==> config.mk <==
export PLATFORM = sky130hd
export DESIGN_NAME = flash_read_arbiter
export DESIGN_NICKNAME = d
export VERILOG_FILES = /design/src/rtl/flash_arb_pkg.sv /design/src/rtl/rr_arbiter.sv /design/src/rtl/flash_read_arbiter.sv
export SDC_FILE = /design/constraint.sdc
export NUM_CORES = 1
export LEC_CHECK = 0
export ABC_AREA = 1
export BUFFER_PORTS_ARGS = -buffer_cell sky130_fd_sc_hd__buf_2
export CORE_MARGIN = 1.5
export CORE_UTILIZATION = 40
export CTS_CLUSTER_SIZE = 30
export DETAILED_ROUTE_END_ITERATION = 12
export PLACE_DENSITY = 0.71
export SYNTH_ARGS = -nofsm -noshare
export SYNTH_HDL_FRONTEND = slang
export SYNTH_SLANG_ARGS = --single-unit
==> constraint.sdc <==
create_clock -name clk -period 2.4 [get_ports clk]
set_input_delay 0.24 -clock clk [delete_from_list [all_inputs] [get_ports clk]]
set_output_delay 0.24 -clock clk [all_outputs]
set_load 0.005 [all_outputs]
==> src/rtl/flash_arb_pkg.sv <==
// Shared types and constants for the flash read arbiter: FSM state encoding,
// Avalon byte-enable pattern, data width and an index-width helper.
package flash_arb_pkg;

    typedef enum logic [1:0] {
        IDLE      = 2'd0,
        ISSUE     = 2'd1,
        WAIT_DATA = 2'd2,
        RESP      = 2'd3
    } state_t;

    localparam logic [3:0] FLASH_BE_ALL = 4'b1111;
    localparam int         FLASH_DATA_W = 32;

    // A single requester still needs a 1-bit index so no vector collapses to zero width.
    function automatic int idxWidth(input int n);
        return (n > 1) ? $clog2(n) : 1;
    endfunction

endpackage

==> src/rtl/rr_arbiter.sv <==
// Combinational round-robin select: first active request at or after the
// priority pointer, wrapping from NUM_REQ-1 back to 0.
module rr_arbiter
    import flash_arb_pkg::*;
#(
    parameter int NUM_REQ = 2,
    parameter int IDX_W   = idxWidth(NUM_REQ)
) (
    input  logic [NUM_REQ-1:0] req_i,
    input  logic [IDX_W-1:0]   ptr_i,
    output logic [NUM_REQ-1:0] grant_o,
    output logic [IDX_W-1:0]   idx_o,
    output logic               valid_o
);

    int               cand;
    logic [IDX_W-1:0] candIdx;

    // Walk the requesters in priority order starting at the pointer; the first hit wins.
    always_comb begin
        grant_o = '0;
        idx_o   = '0;
        valid_o = 1'b0;
        cand    = 0;
        candIdx = '0;
        for (int off = 0; off < NUM_REQ; off++) begin
            cand = int'(ptr_i) + off;
            if (cand >= NUM_REQ) begin
                cand = cand - NUM_REQ;
            end
            candIdx = IDX_W'(cand);
            if (!valid_o && req_i[candIdx]) begin
                valid_o          = 1'b1;
                grant_o[candIdx] = 1'b1;
                idx_o            = candIdx;
            end
        end
    end

endmodule

==> src/rtl/flash_read_arbiter.sv <==
// Shares one Avalon-MM flash read master among NUM_REQ requesters with
// round-robin fairness and a single read outstanding at a time.
module flash_read_arbiter
    import flash_arb_pkg::*;
#(
    parameter int NUM_REQ = 2,
    parameter int ADDR_W  = 23
) (
    input  logic                      clk,
    input  logic                      reset,
    input  logic [NUM_REQ-1:0]        req_valid,
    input  logic [NUM_REQ*ADDR_W-1:0] req_addr,
    output logic [NUM_REQ-1:0]        req_ready,
    output logic [NUM_REQ-1:0]        rsp_valid,
    output logic [FLASH_DATA_W-1:0]   rsp_data,
    output logic                      busy,
    output logic                      flash_mem_read,
    output logic [ADDR_W-1:0]         flash_mem_address,
    output logic [3:0]                flash_mem_byteenable,
    input  logic                      flash_mem_waitrequest,
    input  logic [FLASH_DATA_W-1:0]   flash_mem_readdata,
    input  logic                      flash_mem_readdatavalid
);

    localparam int IDX_W = idxWidth(NUM_REQ);

    state_t                  state_q;
    logic [IDX_W-1:0]        winner_q;
    logic [IDX_W-1:0]        ptr_q;
    logic [IDX_W-1:0]        ptr_d;
    logic [ADDR_W-1:0]       addr_q;
    logic [FLASH_DATA_W-1:0] rspData_q;
    logic [NUM_REQ-1:0]      reqReady_q;
    logic [NUM_REQ-1:0]      rspValid_q;
    logic                    read_q;
    logic [3:0]              be_q;
    logic                    busy_q;

    logic [NUM_REQ-1:0]      arbGrant;
    logic [IDX_W-1:0]        arbIdx;
    logic                    arbValid;
    logic [NUM_REQ-1:0]      winnerOneHot;

    rr_arbiter #(
        .NUM_REQ (NUM_REQ),
        .IDX_W   (IDX_W)
    ) u_rr_arbiter (
        .req_i   (req_valid),
        .ptr_i   (ptr_q),
        .grant_o (arbGrant),
        .idx_o   (arbIdx),
        .valid_o (arbValid)
    );

    // The requester just served drops to lowest priority once its response is out.
    always_comb begin
        ptr_d        = (winner_q == IDX_W'(NUM_REQ - 1)) ? '0 : winner_q + 1'b1;
        winnerOneHot = NUM_REQ'(1) << winner_q;
    end

    // Every output is a register, so a reset mid-read drops the strobe in the same cycle.
    always_ff @(posedge clk or posedge reset) begin
        if (reset) begin
            state_q    <= IDLE;
            winner_q   <= '0;
            ptr_q      <= '0;
            addr_q     <= '0;
            rspData_q  <= '0;
            reqReady_q <= '0;
            rspValid_q <= '0;
            read_q     <= 1'b0;
            be_q       <= 4'b0000;
            busy_q     <= 1'b0;
        end else begin
            reqReady_q <= '0;
            rspValid_q <= '0;
            case (state_q)
                IDLE: begin
                    if (arbValid) begin
                        winner_q   <= arbIdx;
                        addr_q     <= req_addr[arbIdx*ADDR_W +: ADDR_W];
                        reqReady_q <= arbGrant;
                        read_q     <= 1'b1;
                        be_q       <= FLASH_BE_ALL;
                        busy_q     <= 1'b1;
                        state_q    <= ISSUE;
                    end
                end
                ISSUE: begin
                    if (!flash_mem_waitrequest) begin
                        read_q  <= 1'b0;
                        be_q    <= 4'b0000;
                        state_q <= WAIT_DATA;
                    end
                end
                WAIT_DATA: begin
                    if (flash_mem_readdatavalid) begin
                        rspData_q  <= flash_mem_readdata;
                        rspValid_q <= winnerOneHot;
                        state_q    <= RESP;
                    end
                end
                RESP: begin
                    ptr_q   <= ptr_d;
                    busy_q  <= 1'b0;
                    state_q <= IDLE;
                end
                default: begin
                    state_q <= IDLE;
                end
            endcase
        end
    end

    assign req_ready            = reqReady_q;
    assign rsp_valid            = rspValid_q;
    assign rsp_data             = rspData_q;
    assign busy                 = busy_q;
    assign flash_mem_read       = read_q;
    assign flash_mem_address    = addr_q;
    assign flash_mem_byteenable = be_q;

endmodule
* After elaboration in Yosys (flattened, before gate mapping)
Index checks and enable logic that the tools add are counted.
** Cells by class
- Magnitude comparators :: 6
- Shift operators :: 2
- Bitwise logic cells :: 1
- Multiply operators :: 1
- Reduce and logical (&&, ||, !) cells :: 12
- Mux-type cells :: 32
- Add/sub/neg operators :: 4
- Equal/unequal tests :: 6
** Operator list (count)
- 46-bit by 7-bit indexed part select with 23-bit output :: 1
- 2-bit two-way mux :: 9
- 1-bit two-way mux :: 15
- 4-bit two-way mux :: 2
- 2-bit case mux with 4 select lines :: 1
- 4-bit case mux with 2 select lines :: 1
- 1-bit by 5-bit multiplier with 6-bit output (second input constant) :: 1
- 2-bit != test (second input constant) :: 3
- 2-bit AND reduction :: 3
- 3-bit AND reduction :: 2
- 2-bit equality test (second input constant) :: 2
- 1-bit by 2-bit < comparator with 1-bit output (second input constant) :: 2
- 1-bit case mux with 2 select lines :: 2
- 2-bit nonzero test :: 2
- 1-bit logical AND :: 3
- 1-bit by 1-bit adder with 2-bit output (second input constant) :: 1
- 1-bit demux with 1-bit select :: 2
- 2-bit by 1-bit equality test with 1-bit output (second input constant) :: 1
- 1-bit >= comparator (second input constant) :: 2
- 1-bit by 2-bit >= comparator with 1-bit output (second input constant) :: 1
- 2-bit >= comparator (second input constant) :: 1
- 2-bit logical NOT :: 1
- 2-bit OR :: 1
- 1-bit by 1-bit << shifter with 2-bit output (first input constant) :: 1
- other kinds (3) :: 4
** Word-level totals
- Input bits :: 84
- Output and inout bits :: 65
- Word-level logic and storage cells :: 74
- Bits in registers :: 69

* Logic depth before layout (Yosys ltp)
Gate-level depths: netlist (run 1).
- Depth after elaboration :: 11
- Mapped depth :: 9
- Gate-level depth less buffers :: 8

* By module
Synthesis (run 1) repeated with hierarchy kept, for this count alone.
** Unflattened totals
- Cells, all modules :: 332
- Area total of the unflattened synthesis :: 3095.5 sq um
** By module, submodules not included
- flash_read_arbiter :: times used 1, cells each 325, seq. area each 1626.6 sq um, area each 3065.4 sq um
- rr_arbiter :: times used 1, cells each 7, seq. area each 0.0 sq um, area each 30.0 sq um

* Least setup slack after synthesis (run 1)
Ideal clock, no wire load.
- Kind :: reg-to-reg
- Start :: register state_q[0]
- End :: register rspData_q[0] (netlist: rsp_data[0])
- Data arrival time :: 1.389 ns
- Path buffers :: 1
- Required time :: 2.275 ns
- Setup slack :: 0.886 ns
- Cell stages (with the launch flop) :: 6
- Clock period less this slack :: 1.514 ns
- Library setup time :: 0.125 ns
- Cells stage by stage :: dfrtp_1 -> inv_1 -> ha_1 -> nand2_1 -> buf_2 -> mux2_2
** Between the ends
- Longest elaborated chain between the ends :: 2
** RTL lines
- start, declared :: RTL line flash_read_arbiter.sv:27 : state_t state_q;
- start signal, assigned :: RTL line flash_read_arbiter.sv:64 : state_q <= IDLE;
- start signal, assigned :: RTL line flash_read_arbiter.sv:86 : state_q <= ISSUE;
- start signal, assigned :: RTL line flash_read_arbiter.sv:93 : state_q <= WAIT_DATA;
- 2-bit equality test :: RTL line flash_read_arbiter.sv:77 : case (state_q)
- 2-bit AND reduction (no source line)
- end signal, assigned :: RTL line flash_read_arbiter.sv:98 : rspData_q <= flash_mem_readdata;
- end, declared :: RTL line flash_read_arbiter.sv:32 : logic [FLASH_DATA_W-1:0] rspData_q;
No other way between the ends.
A chain may end at the register's enable or synchronous reset.

* Final worst setup path (run 1)
- Start :: register ptr_q
- End :: register addr_q[22] (netlist: flash_mem_address[22])
** Between the ends
- Longest elaborated chain between the ends :: 10
- Elaborated cells between the ends (all ways) :: 20
- Classes of those cells :: add/sub (3); mul (1); order compare (2); shift (1); mux (10); reduce/logical (3)
** RTL lines
- start, declared :: RTL line flash_read_arbiter.sv:29 : logic [IDX_W-1:0] ptr_q;
- start signal, assigned :: RTL line flash_read_arbiter.sv:104 : ptr_q <= ptr_d;
- 1-bit by 2-bit >= comparator with 1-bit output or 1-bit subtractor (tied branches) :: RTL line rr_arbiter.sv:28, rr_arbiter.sv:29
- 1-bit two-way mux :: RTL line rr_arbiter.sv:28 : if (cand >= NUM_REQ) begin
- 1-bit two-way mux (implied by the code) (2 in a row) :: RTL line rr_arbiter.sv:32 : if (!valid_o && req_i[candIdx]) begin
- 1-bit two-way mux :: RTL line rr_arbiter.sv:32
- 1-bit logical NOT :: RTL line rr_arbiter.sv:32
- 1-bit logical AND :: RTL line rr_arbiter.sv:32
- 1-bit two-way mux :: RTL line rr_arbiter.sv:32
- 1-bit by 5-bit multiplier with 6-bit output :: RTL line flash_read_arbiter.sv:81 : addr_q <= req_addr[arbIdx*ADDR_W +: ADDR_W];
- 46-bit by 7-bit indexed part select with 23-bit output :: RTL line flash_read_arbiter.sv:81
- end signal, assigned :: RTL line flash_read_arbiter.sv:81
- end, declared :: RTL line flash_read_arbiter.sv:31 : logic [ADDR_W-1:0] addr_q;
Parallel ways exist; a longest one is shown, timed or not. The select of a mux whose other input is x is not followed.

==> impl_metrics.csv, run 1 <==
group,metric,value,unit
status,status,"finished, final reports clean",
layout,num_antenna_cells,0,
logic_synthesis,ys_seq_area_share,53.7,%
clock_tree,clock_latency,0.34,ns
pwr,p_seq_share,37.8,%
sta,fmax,574,MHz
logic_synthesis,yosysMostFrequentCell,"nand2_1",
run,drv_cap,0,
sta,min_period_over_period,72.6,%
pwr,swShare,35.6,%
clock_tree,cts_tree,"yes",
grt,grt_pass1_wl,12.1,mm
logic_synthesis,async_flop_share,100,%
grt,antenna_found_initial,0,
worst_setup_path,worstPathArrival,1.97,ns
pwr,ir_drop,0.000499,V
floorplan,ios,149,
pwr,internal_power,3240,uW
routing,drtIter0Drc,108,
logic_synthesis,synth_cell_types,22,
layout,area_growth,32.5,%
layout,utilization,55.1,%
hold_path,hp-class,"primary input to async pin",
logic_synthesis,syn_area_per_cell,9.65,um^2
place,placed_cells,544,
clock_tree,numCtsBuffers,9,
sta,slew_headroom,47.1,%
logic_synthesis,yosysTopAreaCellShare,53.7,%
layout,fin_cells,560,
worst_setup_path,crit_required,2.63,ns
logic_synthesis,synth_common_cells,"nand2_1 (110), dfrtp_1 (65), nand3_1 (50), mux2_2 (32)",
grt,grt_max_degree,66,
worst_setup_path,cp-end-kind,"flop",
place,finalWeightedCongestion,0.752,
clock_tree,cts_hold_buf,0,
pwr,clkPwrFrac,20.7,%
worst_setup_path,worst_setup_path_start_kind,"flop",
layout,fin_nets,545,
grt,track_usage,18.9,%
routing,routedWlPerCell,12.9,um
grt,grt_overflow_total,0,
pwr,pwr-share-comb,41.6,%
logic_synthesis,syn-cell-area,3030,um^2
clock_tree,cts-root-buf,"clkbuf_8",
sta,hold_viol,0,
clock_tree,cts_resized,0,
sta,worst_clock_skew,0.00972,ns
routing,drtAntennaViolNets,0,
logic_synthesis,synth-seq-cells,65,
layout,postLayoutCellArea,4020,um^2
grt,first_global_vias,2533,
routing,drtPass1Iterations,4,
place,dp_hpwl,5.12,mm
worst_setup_path,critical_path.max_fanout,25,
pwr,p_leak,0.00227,uW
clock_tree,cts_setup_buffers,0,
routing,drc,0,
clock_tree,cts_max_level,3,
worst_setup_path,ff2ff_setup_slack,0.66,ns
sta,fin_setup_tns,0,ns
routing,via_per_inst,4.65,
floorplan,core,7290,um^2
floorplan,num_rows,31,
pwr,cellPowerDensity,1250,nW/um^2
logic_synthesis,syn_inst,314,
routing,vias,2604,
floorplan,die_y,90.1,um
logic_synthesis,yosysTopAreaCell,"dfrtp_1",
sta,finalMaxSlewViolations,0,
sta,setup_violations,0,
sta,worstMarginPinSlew,0.793,ns
sta,hold_slack,0.117,ns
layout,fillers,676,
worst_setup_path,critical_path_class,"flop to flop",
logic_synthesis,synth-main-ff-cell,"dfrtp_1",
floorplan,die_x,90.1,um
pwr,netSwitchingPower,1790,uW
sta,fin_crit,1.74,ns
clock_tree,clockBufferDepth,2,
floorplan,start_util,41.6,%
place,port_buffers,148,
layout,drive_gt1_share,46.2,%
sta,rsz0062_at_grt,"false",
floorplan,dieArea,8110,um^2
logic_synthesis,synth_nets,403,
place,placed_area,3790,um^2
routing,wl,7.24,mm
logic_synthesis,synth_edf_count,0,
clock_tree,path_clk_slew,0.08,ns
logic_synthesis,yosys_warnings,0,
logic_synthesis,synthTopCellsByArea,"dfrtp_1 (54%), nand2_1 (14%), mux2_2 (12%), nand3_1 (8.3%), ha_1 (2.1%)",
clock_tree,cts_sinks,65,
==> logic make-up after synthesis <==
kind of cell / synth area share [%]
AO/OA/AOI/OAI: 0.495
adder cells (fa/ha/maj): 2.06
buffers and inverters: 6.23
flip-flops: 53.7
multiplexers: 11.9
AND/OR/NAND/NOR: 25.7
==> registers in the layout, indices dropped and copies added (netlist names) <==
signal / cells
rsp_valid: 2
rsp_data: 32
busy: 1
state_q: 2
req_ready: 2
flash_mem_address: 23
winner_q: 1
ptr_q: 1
flash_mem_byteenable: 1
==> power by group through the flow <==
stage	combinational, uW	sequential, uW	clock, uW
4_1_cts	2130	1900	1070
3_5_place_dp	2120	1910	0
5_1_grt	2360	1970	1120
2_1_floorplan	1310	1950	0
3_3_place_gp	2070	1900	0
6_report	2090	1900	1040
==> path summary, 6_finish.rpt <==
| path | start | end | depth (start not counted) |
|---|---|---|---|
| hold reg to reg | winner_q | rsp_valid[0] | 1 |
| setup reg to reg | ptr_q | flash_mem_address[22] | 7 |
| max in group asynchronous | reset | flash_mem_address[18] | 3 |
| min in group clk | flash_mem_readdata[24] | rsp_data[24] | 2 |
| hold / removal | reset | rsp_data[0] | 3 |
| setup / recovery | ptr_q | flash_mem_address[22] | 7 |
==> cell type report <==
type	instances	area (um^2)	share of cell area, %
clock buffer	10	138	3.43
clock inverter	6	90.1	2.24
inverter	14	52.6	1.31
multi-input combinational	214	1220	30.3
sequential	65	1630	40.5
tap	99	124	3.08
timing repair buffer	152	771	19.2
==> cells in the final DEF (no fill, tap or decap) <==
cell	instances
mux2_2	32
bufinv_16	2
inv_6	1
buf_2	148
nor2_1	5
nor2_8	1
inv_1	9
nand2_1	110
clkbuf_8	10
a21oi_1	1
dfrtp_1	65
inv_2	5
o21ai_0	1
ha_1	5
or2_2	1
o21ai_1	1
clkinvlp_4	1
nand2_8	2
nand2_2	3
nor2_2	1
nor3_1	1
clkinv_4	1
buf_4	4
nand3_1	50
clkinv_2	1
==> worst max-delay path, stage by stage, from the launching register on <==
cell	delay (ns)
dfrtp_1	0.42
inv_2	0.07
nand2_2	0.36
nand2_2	0.43
nand2_1	0.18
nand2_1	0.06
nand3_1	0.06
nand2_1	0.06
==> stage by stage <==
step / power [uW] / setup WS [ns]
2_1_floorplan: 3260 / 0.534
3_5_place_dp: 4030 / 0.661
3_3_place_gp: 3970 / 0.742
5_1_grt: 5440 / 0.497
4_1_cts: 5100 / 0.655
6_report: 5020 / 0.657
==> routing by layer <==
| metal | vias to the layer above | part of all wire, % | track usage (%) |
|---|---|---|---|
| met1 | 1201 | 41 | 22.9 |
| li1 | 1290 | - | - |
| met2 | 104 | 50 | 31.2 |
| met5 | - | 0 | 0 |
| met3 | 9 | 8.4 | 5.33 |
| met4 | 0 | 1.5 | 8.86 |
No activity file was read; power rests on OpenSTA's default activity.
==> run 2, diff against run 1 <==
- clock period: 2.4 -> 1.75 ns (I/O delays scaled with it)
==> impl_metrics.csv, run 2 (synthesis results as in run 1) <==
group,metric,value,unit
pwr,netSwitchingPower,2480,uW
clock_tree,numCtsBuffers,9,
sta,min_period_over_period,88.9,%
worst_setup_path,cpMaxStageDelayCell,"dfrtp_1",
worst_setup_path,critical_path.max_fanout,34,
layout,num_antenna_cells,0,
pwr,cellPowerDensity,1660,nW/um^2
sta,setup_violations,0,
clock_tree,cts_sinks,65,
worst_setup_path,worstPathArrival,1.77,ns
grt,track_usage,18.5,%
routing,drc,0,
clock_tree,path_clk_slew,0.08,ns
sta,worst_clock_skew,0.00799,ns
routing,wl,7.30,mm
worst_setup_path,reg2reg_depth,5,
layout,largest_register_ff_count,32,
layout,layout_commonest_cell,"buf_2",
sta,finalMaxSlewViolations,0,
layout,utilization,55.2,%
place,port_buffers,148,
clock_tree,clock_latency,0.34,ns
run,drv_cap,0,
floorplan,die_x,90.1,um
worst_setup_path,ff2ff_setup_slack,0.19,ns
pwr,pwr-share-comb,43.8,%
hold_path,hold_end,"rsp_data[9]",
layout,ff_latch_area,1630,um^2
grt,grt_max_degree,35,
clock_tree,cts_max_level,3,
worst_setup_path,crit_buf_inv,2,
pwr,ir_drop,0.000785,V
worst_setup_path,reg2reg_from,"state_q[0]",
pwr,p_leak,0.00226,uW
floorplan,num_rows,31,
worst_setup_path,cp_top_family,"flip-flops",
clock_tree,cts-root-buf,"clkbuf_8",
sta,fmax,642,MHz
layout,layout_common_cells,"buf_2 (148), nand2_1 (110), dfrtp_1 (65)",
worst_setup_path,cpPeakStageDelay,0.40,ns
routing,drtPass1Iterations,4,
clock_tree,clockBufferDepth,2,
place,finalWeightedCongestion,0.750,
routing,via_per_inst,4.68,
grt,antenna_found_initial,0,
routing,drtAntennaViolNets,0,
floorplan,core,7290,um^2
floorplan,ios,149,
worst_setup_path,reg2reg_to,"rsp_data[31]",
floorplan,dieArea,8110,um^2
floorplan,start_util,41.6,%
clock_tree,cts_tree,"yes",
sta,fin_ws,0.194,ns
routing,vias,2634,
sta,hold_viol,0,
status,status,"finished, final reports clean",
hold_path,holdCritStartpoint,"flash_mem_readdata[9]",
sta,rsz0062_at_grt,"false",
layout,fillers,683,
sta,fin_setup_tns,0,ns
sta,slew_headroom,66.9,%
hold_path,hold_path_depth,2,
clock_tree,cts_setup_buffers,0,
pwr,internal_power,4200,uW
layout,fin_nets,548,
routing,routedWlPerCell,13.0,um
layout,drive_gt1_share,46.3,%
pwr,swShare,37.1,%
hold_path,hp-class,"primary input to flop",
pwr,p_seq_share,39.1,%
sta,worstMarginPinSlew,0.495,ns
grt,first_global_vias,2569,
grt,grt_overflow_total,0,
place,dp_hpwl,5.38,mm
sta,fin_crit,1.56,ns
worst_setup_path,critical_path_class,"flop to flop",
place,dpl_worst_slack,0.215,ns
layout,area_growth,32.7,%
worst_setup_path,cp-end-kind,"flop",
layout,multi_input_area,1220,um^2
grt,grt_pass1_wl,12.1,mm
routing,drtIter0Drc,88,
worst_setup_path,worst_setup_path_start_kind,"flop",
pwr,clkPwrFrac,17.1,%
floorplan,die_y,90.1,um
worst_setup_path,crit_required,1.97,ns
worst_setup_path,path_cells,"inv_1, ha_1, nand2_1, buf_12, mux2_2",
==> run 2: cell count changes in the layout (fill, tap and decap cells not counted), sizes merged <==
cell         before  now
inv              15   14
dlygate4sd3       0    1
bufinv            2    0
clkinv            2    3
buf             152  154
clkinvlp          1    3
==> run 2: cell type report <==
| type | count | share of cell area [%] |
|---|---|---|
| Multi-Input combinational cell | 214 | 30.2 |
| Inverter | 14 | 1.40 |
| Clock inverter | 6 | 1.06 |
| Timing Repair Buffer | 155 | 20.4 |
| Clock buffer | 10 | 3.42 |
| Sequential cell | 65 | 40.4 |
| Tap cell | 99 | 3.08 |
==> run 2: per-stage QoR <==
stage	total power, uW	cell area (um^2)	instances	hold WS, ns
2_1_floorplan	4470	3040	314	0.313
5_1_grt	7230	4020	563	0.0378
6_report	6670	4020	563	0.0610
3_5_place_dp	5600	3830	546	0.331
3_3_place_gp	5470	3830	546	0.310
4_1_cts	6760	4020	563	0.0465
==> run 2: worst max path at each step <==
stage	start	to	depth (start not counted)
2_1_floorplan	state_q[0]	rsp_data[0]	5
3_3_place_gp	state_q[0]	rsp_data[9]	5
3_5_place_dp	state_q[0]	rsp_data[31]	5
4_1_cts	state_q[0]	rsp_data[31]	5
5_1_grt	state_q[0]	rsp_data[31]	5
6_report	state_q[0]	rsp_data[31]	5
==> run 2: power groups by stage <==
stage                     clock network [uW]  registers, uW  logic (uW)
after global placement                     0           2600        2860
after global routing                    1240           2700        3280
after floorplan                            0           2680        1790
after CTS                               1170           2610        2980
final                                   1140           2610        2920
after detailed placement                   0           2630        2970
==> run 2: per-layer routing <==
metal	part of all wire (%)	track usage (%)	vias to the layer above
li1	-	-	1298
met1	41	22.2	1243
met2	52	31.4	81
met3	5.6	4.99	12
met4	1.9	7.80	0
met5	0	0	-
==> run 2: repair_timing <==
| item | 4_1_cts | 5_1_grt |
|---|---|---|
| endpoints found under the hold margin | 65 | 0 |
| hold buffers | 1 | 0 |
| endpoints found under the setup margin | 0 | 0 |
| resized for setup | 0 | 0 |
==> run 3, diff against run 2 <==
- PLACE_DENSITY: 0.71 -> 0.77
==> impl_metrics.csv, run 3 (synthesis results as in run 1) <==
group,metric,value,unit
sta,setup_violations,0,
worst_setup_path,crit_buf_inv,2,
clock_tree,clock_latency,0.35,ns
layout,largest_register_ff_count,32,
floorplan,die_y,90.1,um
worst_setup_path,cpMaxStageDelayCell,"dfrtp_1",
pwr,pwr-share-comb,42.8,%
worst_setup_path,cpPeakStageDelay,0.41,ns
routing,routedWlPerCell,13.6,um
pwr,p_leak,0.00228,uW
worst_setup_path,worst_setup_path_start_kind,"flop",
worst_setup_path,cp-end-kind,"flop",
routing,via_per_inst,4.65,
place,placed_area,3840,um^2
hold_path,hp-class,"primary input to flop",
pwr,internal_power,4330,uW
pwr,total_power,6900,uW
worst_setup_path,critical_path.max_fanout,34,
grt,grt_pass1_wl,12.8,mm
grt,first_global_vias,2711,
sta,hold_viol,0,
routing,wl,7.63,mm
clock_tree,cts_max_level,3,
worst_setup_path,crit_required,1.99,ns
layout,drive_gt1_share,46.2,%
layout,fillers,700,
routing,vias,2614,
pwr,p_seq_share,37.7,%
sta,fin_crit,1.55,ns
pwr,swShare,37.3,%
sta,finalMaxSlewViolations,0,
grt,grt_overflow_total,0,
layout,utilization,55.6,%
layout,fin_nets,547,
clock_tree,cts_tree,"yes",
clock_tree,cts-root-buf,"clkbuf_8",
grt,track_usage,20.0,%
floorplan,ios,149,
worst_setup_path,worstPathArrival,1.79,ns
pwr,clkPwrFrac,19.5,%
sta,fmax,645,MHz
pwr,netSwitchingPower,2570,uW
routing,drtIter0Drc,72,
layout,layout_commonest_cell,"buf_2",
floorplan,core,7290,um^2
sta,fin_setup_tns,0,ns
place,dp_hpwl,5.40,mm
grt,antenna_found_initial,0,
run,drv_cap,0,
place,finalWeightedCongestion,0.868,
sta,slew_headroom,67.1,%
worst_setup_path,critical_path_class,"flop to flop",
floorplan,start_util,41.6,%
sta,rsz0062_at_grt,"false",
pwr,ir_drop,0.000828,V
clock_tree,cts_sinks,65,
routing,drtPass1Iterations,4,
clock_tree,cts_setup_buffers,0,
worst_setup_path,path_cells,"inv_1, ha_1, nand2_1, buf_12, mux2_2",
layout,num_antenna_cells,0,
clock_tree,path_clk_slew,0.09,ns
layout,area_growth,33.8,%
sta,min_period_over_period,88.5,%
sta,worstMarginPinSlew,0.492,ns
clock_tree,numCtsBuffers,9,
grt,grt_max_degree,48,
status,status,"finished, final reports clean",
clock_tree,clockBufferDepth,2,
routing,drtAntennaViolNets,0,
layout,layout_common_cells,"buf_2 (148), nand2_1 (110), dfrtp_1 (65)",
floorplan,die_x,90.1,um
layout,postLayoutCellArea,4060,um^2
place,port_buffers,148,
floorplan,num_rows,31,
sta,worst_clock_skew,0.0103,ns
worst_setup_path,cp_top_family,"flip-flops",
floorplan,dieArea,8110,um^2
pwr,cellPowerDensity,1700,nW/um^2
sta,hold_slack,0.0450,ns
routing,drc,0,
run 3: changes by cell type in the layout (fill, tap and decap cells not counted), sizes merged:
cell / delta
inv: +3
clkinvlp: -1
clkinv: -2
buf: -1
clkbuf: -1
bufinv: +1
run 3: path summary, 6_finish.rpt:
kind,start,to,slack [ns],cells after the start
min in group asynchronous,reset,rsp_data[5],0.40,3
worst max register to register,state_q[0],rsp_data[14],0.20,5
max in group asynchronous,reset,flash_mem_address[12],0.77,4
worst min-delay path,flash_mem_readdata[6],rsp_data[6],0.05,2
worst min register to register,winner_q,rsp_valid[0],0.47,1
worst max-delay path,state_q[0],rsp_data[14],0.20,5
run 3: worst register-to-register path, delay by kind of cell, from the launching register on:
kind	cells	cell delay [ns]
adder cells (fa/ha/maj)	1	0.23
buffers and inverters	2	0.32
flip-flops	1	0.41
multiplexers	1	0.38
AND/OR/NAND/NOR	1	0.11
run 3: stage by stage:
stage,std cells,setup WS [ns]
floorplan,314,0.236
global placement,545,0.287
detailed placement,545,0.207
CTS,562,0.199
global route,562,0.126
finish,562,0.201
run 3: power groups by stage:
stage                     logic, uW  registers, uW  clock network (uW)
after floorplan                1790           2680                   0
after global placement         2870           2600                   0
after detailed placement       2980           2630                   0
after CTS                      3000           2610                1380
after global routing           3300           2700                1450
final                          2950           2610                1340
run 3: repair_timing:
action	4_1_cts	5_1_grt
gates resized for setup	0	0
endpoints found under the hold margin	18	0
endpoints found under the setup margin	0	0
hold buffers	1	0
run 3: area by class of cell:
| class | instances | area, um^2 | area share, % |
|---|---|---|---|
| Sequential cell | 65 | 1630 | 40.1 |
| Multi-Input combinational cell | 214 | 1220 | 30.0 |
| Timing Repair Buffer | 154 | 826 | 20.4 |
| Clock buffer | 9 | 124 | 3.05 |
| Tap cell | 99 | 124 | 3.05 |
| Clock inverter | 7 | 83.8 | 2.07 |
| Inverter | 14 | 56.3 | 1.39 |
run 3: metal layers:
metal	global-route usage [%]	wire length [um]	vias to the layer above	part of all wire [%]
met5	0	0	-	0
met4	8.86	156	0	2.0
met3	6.09	522	12	6.8
met2	36.0	4060	87	53
met1	21.3	2890	1214	38
li1	-	-	1301	-
